**src/rtl/led_pattern_sequencer_if.sv**
```systemverilog
// Control and status bundle between the LED sequencer and whatever drives it.
// The master side supplies the divider wave, enable, pattern load and duty;
// the slave side (the sequencer) returns the LED drive, step index and tick.
interface led_pattern_sequencer_if;
    logic       div_in;
    logic       enable;
    logic [7:0] pattern_in;
    logic       load;
    logic [3:0] duty;
    logic       led;
    logic [2:0] step;
    logic       tick;

    modport master (
        output div_in, enable, pattern_in, load, duty,
        input  led, step, tick
    );

    modport slave (
        input  div_in, enable, pattern_in, load, duty,
        output led, step, tick
    );
endinterface

```
**src/rtl/led_pattern_sequencer.sv**
```systemverilog
// LED pattern sequencer for the LFOSC domain.
// Synchronises the slow ripple-divider square wave, turns each rising edge
// into a one-cycle tick, steps through an 8-entry on/off pattern on each tick
// and gates the LED with a 4-bit free-running PWM for brightness control.
module led_pattern_sequencer #(
    parameter logic [7:0]  PATTERN_RESET = 8'h55,
    parameter int unsigned ARM_CYCLES    = 3
) (
    input logic                    clk,
    input logic                    rst_n,
    led_pattern_sequencer_if.slave bus
);

    typedef enum logic {
        IDLE = 1'b0,
        RUN  = 1'b1
    } state_t;

    // The arm counter is only two bits wide, so the limit is taken modulo 4.
    localparam logic [1:0] ARM_LIMIT = 2'(ARM_CYCLES);

    logic       s1_q;
    logic       s2_q;
    logic       prev_q;
    logic [1:0] arm_q;
    logic [1:0] arm_d;
    logic       armed;
    logic       tick_q;
    logic       tick_d;
    logic [3:0] pwm_cnt_q;
    logic [3:0] pwm_cnt_d;
    logic       pwm_on;
    state_t     state_q;
    logic [2:0] step_q;
    logic [7:0] pattern_q;
    logic       led_q;

    assign armed     = (arm_q == ARM_LIMIT);
    assign arm_d     = armed ? arm_q : arm_q + 2'd1;
    assign tick_d    = armed & s2_q & ~prev_q;
    assign pwm_cnt_d = pwm_cnt_q + 4'd1;
    assign pwm_on    = (pwm_cnt_q < bus.duty);

    // Two-flop synchroniser for the asynchronous divider wave plus the edge-history flop.
    always_ff @(posedge clk or negedge rst_n) begin
        if (!rst_n) begin
            s1_q   <= 1'b0;
            s2_q   <= 1'b0;
            prev_q <= 1'b0;
        end else begin
            s1_q   <= bus.div_in;
            s2_q   <= s1_q;
            prev_q <= s2_q;
        end
    end

    // Arm counter hides a false edge when the divider is already high at reset release.
    always_ff @(posedge clk or negedge rst_n) begin
        if (!rst_n) begin
            arm_q  <= 2'd0;
            tick_q <= 1'b0;
        end else begin
            arm_q  <= arm_d;
            tick_q <= tick_d;
        end
    end

    // Free-running PWM phase counter, independent of the sequencer state.
    always_ff @(posedge clk or negedge rst_n) begin
        if (!rst_n) begin
            pwm_cnt_q <= 4'd0;
        end else begin
            pwm_cnt_q <= pwm_cnt_d;
        end
    end

    // Sequencer FSM with pattern register, step index and registered LED drive.
    always_ff @(posedge clk or negedge rst_n) begin
        if (!rst_n) begin
            state_q   <= IDLE;
            step_q    <= 3'd0;
            pattern_q <= PATTERN_RESET;
            led_q     <= 1'b0;
        end else begin
            led_q <= (state_q == RUN) & pattern_q[step_q] & pwm_on;

            if (state_q == IDLE) begin
                if (bus.enable) begin
                    state_q <= RUN;
                end
            end else begin
                if (!bus.enable) begin
                    state_q <= IDLE;
                end
            end

            if (bus.load) begin
                pattern_q <= bus.pattern_in;
            end

            if (bus.load) begin
                step_q <= 3'd0;
            end else if ((state_q == IDLE) && bus.enable) begin
                step_q <= 3'd0;
            end else if ((state_q == RUN) && tick_q) begin
                step_q <= step_q + 3'd1;
            end
        end
    end

    assign bus.led  = led_q;
    assign bus.step = step_q;
    assign bus.tick = tick_q;

endmodule

```
**src/flat_wrapper.sv**
```systemverilog
// flat-port wrapper written by rule: the top's interface ports become plain ports
module led_pattern_sequencer_flat 
#(
    parameter logic [7:0]  PATTERN_RESET = 8'h55,
    parameter int unsigned ARM_CYCLES    = 3
)
  (clk, rst_n, bus_div_in, bus_enable, bus_pattern_in, bus_load, bus_duty, bus_led, bus_step, bus_tick);
  led_pattern_sequencer_if bus_i ();
  input logic clk;
  input logic rst_n;
  input wire logic [$bits(bus_i.div_in)-1:0] bus_div_in;
  input wire logic [$bits(bus_i.enable)-1:0] bus_enable;
  input wire logic [$bits(bus_i.pattern_in)-1:0] bus_pattern_in;
  input wire logic [$bits(bus_i.load)-1:0] bus_load;
  input wire logic [$bits(bus_i.duty)-1:0] bus_duty;
  output wire logic [$bits(bus_i.led)-1:0] bus_led;
  output wire logic [$bits(bus_i.step)-1:0] bus_step;
  output wire logic [$bits(bus_i.tick)-1:0] bus_tick;
  assign bus_i.div_in = bus_div_in;
  assign bus_i.enable = bus_enable;
  assign bus_i.pattern_in = bus_pattern_in;
  assign bus_i.load = bus_load;
  assign bus_i.duty = bus_duty;
  assign bus_led = bus_i.led;
  assign bus_step = bus_i.step;
  assign bus_tick = bus_i.tick;
  led_pattern_sequencer #(.PATTERN_RESET(PATTERN_RESET), .ARM_CYCLES(ARM_CYCLES)) u_core (.clk(clk), .rst_n(rst_n), .bus(bus_i));
endmodule
```
**config.mk**
```make
export PLATFORM = sky130hd
export DESIGN_NAME = led_pattern_sequencer_flat
export DESIGN_NICKNAME = d
export VERILOG_FILES = /design/src/rtl/led_pattern_sequencer_if.sv /design/src/rtl/led_pattern_sequencer.sv /design/src/flat_wrapper.sv
export SDC_FILE = /design/constraint.sdc
export NUM_CORES = 1
export LEC_CHECK = 0
export ABC_AREA = 1
export CORE_MARGIN = 2
export CORE_UTILIZATION = 40
export CTS_BUF_LIST = sky130_fd_sc_hd__clkbuf_16
export DETAILED_ROUTE_END_ITERATION = 10
export DONT_BUFFER_PORTS = 1
export PLACE_DENSITY = 0.56
export RECOVER_POWER = 100
export SLEW_MARGIN = 10
export SYNTH_ARGS = -nofsm -noshare
export SYNTH_HDL_FRONTEND = slang
export SYNTH_SLANG_ARGS = --single-unit
```
**constraint.sdc**
```tcl
create_clock -name clk -period 1.44 [get_ports clk]
set_input_delay 0.144 -clock clk [delete_from_list [all_inputs] [get_ports clk]]
set_output_delay 0.144 -clock clk [all_outputs]
set_load 0.1 [all_outputs]
```
# Word-level counts from Yosys, hierarchy flattened
# Cells that the tools add are included.
op_classes:
  add_sub_neg: 3
  magnitude_cmp: 2
  eq_ne: 1
  mux: 6
  n_bitwise: 6
  reduce_logical: 3
ops:
  columns: ["operator", "count"]
  rows:
  - ["3-bit 2-to-1 mux", 3]
  - ["4-bit by 1-bit adder with 4-bit output, second input constant", 1]
  - ["1-bit AND", 4]
  - ["3-bit by 4-bit < comparator with 1-bit output, second input constant", 1]
  - ["4-bit < comparator", 1]
  - ["3-bit by 1-bit adder with 3-bit output, second input constant", 1]
  - ["1-bit binary-select mux with 3-bit select", 1]
  - ["3-bit nonzero test", 1]
  - ["2-bit by 1-bit adder with 2-bit output, second input constant", 1]
  - ["2-bit == test, second input constant", 1]
  - ["1-bit logical AND", 2]
  - ["1-bit 2-to-1 mux", 2]
  - ["1-bit NOT", 2]
totals:
  ff_bits: 23
  output_inout_bits: 5

# Longest topological paths before layout
depth:
  depth_word: 4
  mapped_depth: 7
  mapped_depth_nobuf: 7

# Worst setup path before layout
# OpenSTA, ideal clock, no wires.
synth_timing:
  path_kind: "reg-to-reg"
  start: "reg u_core.step_q[0] (netlist: u_core.bus.step[0])"
  end: "reg u_core.led_q (netlist: u_core.bus.led)"
  setup_time_ns: 0.122
  arrival_ns: 1.552
  setup_slack_ns: -0.234
  path_stages_with_launch: 8
  path_buffers: 0
  period_less_slack_ns: 1.674
  cell_sequence: "dfrtp_1 inv_2 nand2_1 nand3_1 nand3_1 nand2_1 nand2_1 nor2_2"
synth_between:
  elab_chain_cells: 4
synth_rtl:
  columns: ["element", "line_no", "rtl"]
  rows:
  - ["start: declaration", "led_pattern_sequencer.sv:34", "logic [2:0] step_q;"]
  - ["start signal: assignment", "led_pattern_sequencer.sv:106", "step_q <= step_q + 3'd1;"]
  - ["1-bit binary-select mux with 3-bit select", "led_pattern_sequencer.sv:85", "led_q <= (state_q == RUN) & pattern_q[step_q] & pwm_on;"]
  - ["1-bit 2-to-1 mux (not written as such)", "led_pattern_sequencer.sv:85", null]
  - ["1-bit AND (2 in series)", "led_pattern_sequencer.sv:85", null]
  - ["end signal: assignment", "led_pattern_sequencer.sv:85", null]
  - ["end: declaration", "led_pattern_sequencer.sv:36", "logic led_q;"]
# No other way between the ends. The select of a mux whose other input is x is not followed.
# A chain may end at the register's enable or synchronous reset.

# Worst setup path in the final report
layout_timing:
  start: "reg u_core.step_q[2] (netlist: u_core.bus.step[2])"
  end: "out bus_step[2]"
layout_lines:
  columns: ["element", "line_no", "rtl"]
  rows:
  - ["end: declaration", "flat_wrapper.sv:17", "output wire logic [$bits(bus_i.step)-1:0] bus_step;"]
# No word-level cell between the ends.

==> impl_metrics.yaml <==
status:
  outcome: "complete, no violations"
worst_setup_path:
  required_ns: 1.30
  cp_slowest_stage_delay_ns: 0.48
  crit_buf_inv: 1
  endpoint_kind: "primary output"
  arrival_ns: 1.13
  path_cells: "clkbuf_2"
  critical-path-slowest-cell: "clkbuf_2"
  critical_path.top_delay_family: "buffers and inverters"
  critPathKind: "register to primary output"
  reg2reg_slack_ns: 0.32
  startpoint_type: "register"
  r2r_end: "u_core.bus.led$_DFF_PN0_"
  reg2regPathDepth: 7
  timing.rr.start: "u_core.bus.step[0]$_DFFE_PN0P_"
  path_max_fanout: 4
final_layout:
  final_nets: 142
  utilization: 0.527
  drive_gt1_frac: 0.136
  multiInputGateArea_sq_um: 360
  register_area_sq_um: 583
  fill_cells: 211
  n_antenna_cell: 0
  finalNonFillerCells: 146
  synthToLayoutAreaGrowth_pct: 21.9
floorplan:
  core-area_sq_um: 2280
  die_w_um: 53.6
  placementRows: 17
  ioPinCount: 22
  start_util: 0.432
  die_y_um: 53.6
  die_area_sq_um: 2870
sta:
  max_freq_ghz: 0.787
  period_needed_ns: 1.27
  min_period_over_period: 0.882
  hold_ws_ns: 0.00325
  fin_tns_setup_ns: 0
  slew_headroom: 0.341
  rsz0062_at_grt: "no"
  slew_viol_final: 0
  clock_skew_ns: 0.000854
  setup_viol: 0
  finalHoldViolCount: 0
  tightest_slew_ns: 0.985
synthesis:
  yosysTopAreaCell: "dfrtp_1"
  ys_seq_area_frac: 0.590
  ys_seq_elements: 23
  syn_area_sq_um: 983
  netlist-cell-type-count: 18
  synth.area.top_cells: "dfrtp_1 48%, nand2_1 15%, dfstp_2 11%"
  synth_top_cell_area_share: 0.483
  synth.avg_cell_area_sq_um: 9.64
  ys_warn_count: 0
  synthesis.nets: 125
  syn_inst: 102
run:
  cap_violations: 0
routing:
  drt_iter0_drc: 5
  ant_nets: 0
  drtPass1Iterations: 4
  wire_per_inst_um: 11.2
  drt-total-wl_um: 1640
  via_per_inst: 4.67
  num_vias: 682
  drc: 0
cts:
  clock_sinks: 23
  cts_resized: 0
  numCtsBuffers: 3
  insertion_delay_ns: 0.25
  htree_levels: 1
  ctsHoldBuffers: 8
  cts_setup_buffers: 0
  cts_root_buffer: "clkbuf_16"
  cts_tree: "built"
  clk_pin_slew_ns: 0.05
  cts_max_path_buffers: 2
power:
  power.density_nw_per_um2: 1180
  p_comb_frac: 0.098
  ir_worst_vdd_mv: 0.791
  p_leak_nw: 0.603
  power.total_mw: 1.42
  seqPwrFrac: 0.499
  p_int_mw: 1.10
  swShare: 0.223
  power_switching_mw: 0.316
  clockPowerShare: 0.403
grt:
  grt_overflow: 0
  antenna_found_initial: 0
  grt_max_degree: 24
  grt_pass1_wl_um: 2810
  grt_util_all_layers: 0.142
  grt_pass1_vias: 642
place:
  place_congestion: 0.747
  dp_hpwl_um: 1210
  dp.cells: 134
  portBuffers: 0
hold_path:
  hp-start: "bus_load"
  hold_end: "u_core.pattern_q[3]$_DFFE_PN0P_"
  whs_path_depth: 2
  hp-class: "input pin to register"
-- registers in the layout, indices dropped and copies added, names as in the netlist --
register and flops:
u_core.s2_q 1, u_core.bus.tick 1, u_core.state_q 1, u_core.pattern_q 8, u_core.arm_q 2, u_core.pwm_cnt_q 4
u_core.bus.led 1, u_core.s1_q 1, u_core.bus.step 3, u_core.prev_q 1
-- per-stage QoR --
stage	instance area (sq um)	setup WS (ns)
6_report	1200	0.170
5_1_grt	1200	0.0373
4_1_cts	1210	0.166
3_5_place_dp	1050	0.337
3_3_place_gp	1050	0.368
2_1_floorplan	987	0.0120
-- how the worst max path moves through the flow --
stage | start | end | slack [ns] | cells after the start
after floorplan | u_core.bus.step[2]$_DFFE_PN0P_ | u_core.bus.led$_DFF_PN0_ | 0.01 | 5
after global placement | u_core.pwm_cnt_q[2]$_DFF_PN0_ | u_core.bus.led$_DFF_PN0_ | 0.37 | 4
after detailed placement | u_core.pwm_cnt_q[3]$_DFF_PN0_ | u_core.bus.led$_DFF_PN0_ | 0.34 | 4
after CTS | rst_n | u_core.bus.step[0]$_DFFE_PN0P_ | 0.17 | 1
after global routing | rst_n | u_core.bus.tick$_DFF_PN0_ | 0.04 | 1
final | u_core.bus.step[2]$_DFFE_PN0P_ | bus_step[2] | 0.17 | 1
-- routing by layer --
| metal | global-route usage | share of wire | vias to the layer above |
|---|---|---|---|
| li1 | - | - | 360 |
| met1 | 0.189 | 0.50 | 300 |
| met2 | 0.206 | 0.44 | 17 |
| met3 | 0.0417 | 0.043 | 5 |
| met4 | 0.0769 | 0.021 | 0 |
| met5 | 0 | 0 | - |
-- cells in the mapped netlist --
library cell   n
a21oi_1        5
a21oi_2        1
buf_2          1
dfrtp_1       19
dfstp_2        4
ha_1           6
inv_1          6
inv_2          3
mux2_1         1
nand2_1       39
nand3_1        8
nand4_1        1
nor2_1         1
nor2_2         1
o21ai_0        1
o21ai_1        2
xnor2_1        2
xor2_1         1
-- cell families (layout without fill, tap and decap cells) --
group | after synthesis | count (layout) | share of synthesized area
AO/OA/AOI/OAI | 9 | 9 | 0.0496
XOR/XNOR | 3 | 3 | 0.0267
adder cells (fa/ha/maj) | 6 | 6 | 0.0763
buffers and inverters | 10 | 26 | 0.0394
flip-flops | 23 | 23 | 0.590
multiplexers | 1 | 1 | 0.0114
AND/OR/NAND/NOR | 50 | 50 | 0.206
-- power groups by stage --
| stage | Combinational, mW | Sequential, mW | Clock, mW |
|---|---|---|---|
| after floorplan | 0.0558 | 0.755 | 0 |
| after global placement | 0.113 | 0.717 | 0 |
| after detailed placement | 0.115 | 0.718 | 0 |
| after CTS | 0.146 | 0.707 | 0.590 |
| after global routing | 0.157 | 0.710 | 0.634 |
| final | 0.139 | 0.706 | 0.570 |
-- layout make-up --
class | count | share of cell area
multi-input combinational | 69 | 0.301
timing repair buffer | 13 | 0.0898
clock buffer | 3 | 0.0626
tap | 28 | 0.0292
clock inverter | 1 | 0.00313
sequential | 23 | 0.486
inverter | 9 | 0.0282
-- cell usage in the layout, fill, tap and decap left out, drive strengths merged --
cell type	netlist	final
a21oi	6	6
clkbuf	0	8
dfrtp	19	19
dfstp	4	4
dlygate4sd3	0	8
ha	6	6
inv	9	10
mux2	1	1
nand2	39	39
nand3	8	8
nand4	1	1
nor2	2	2
o21ai	3	3
xnor2	2	2
xor2	1	1
(Power assumes the default switching activity.)
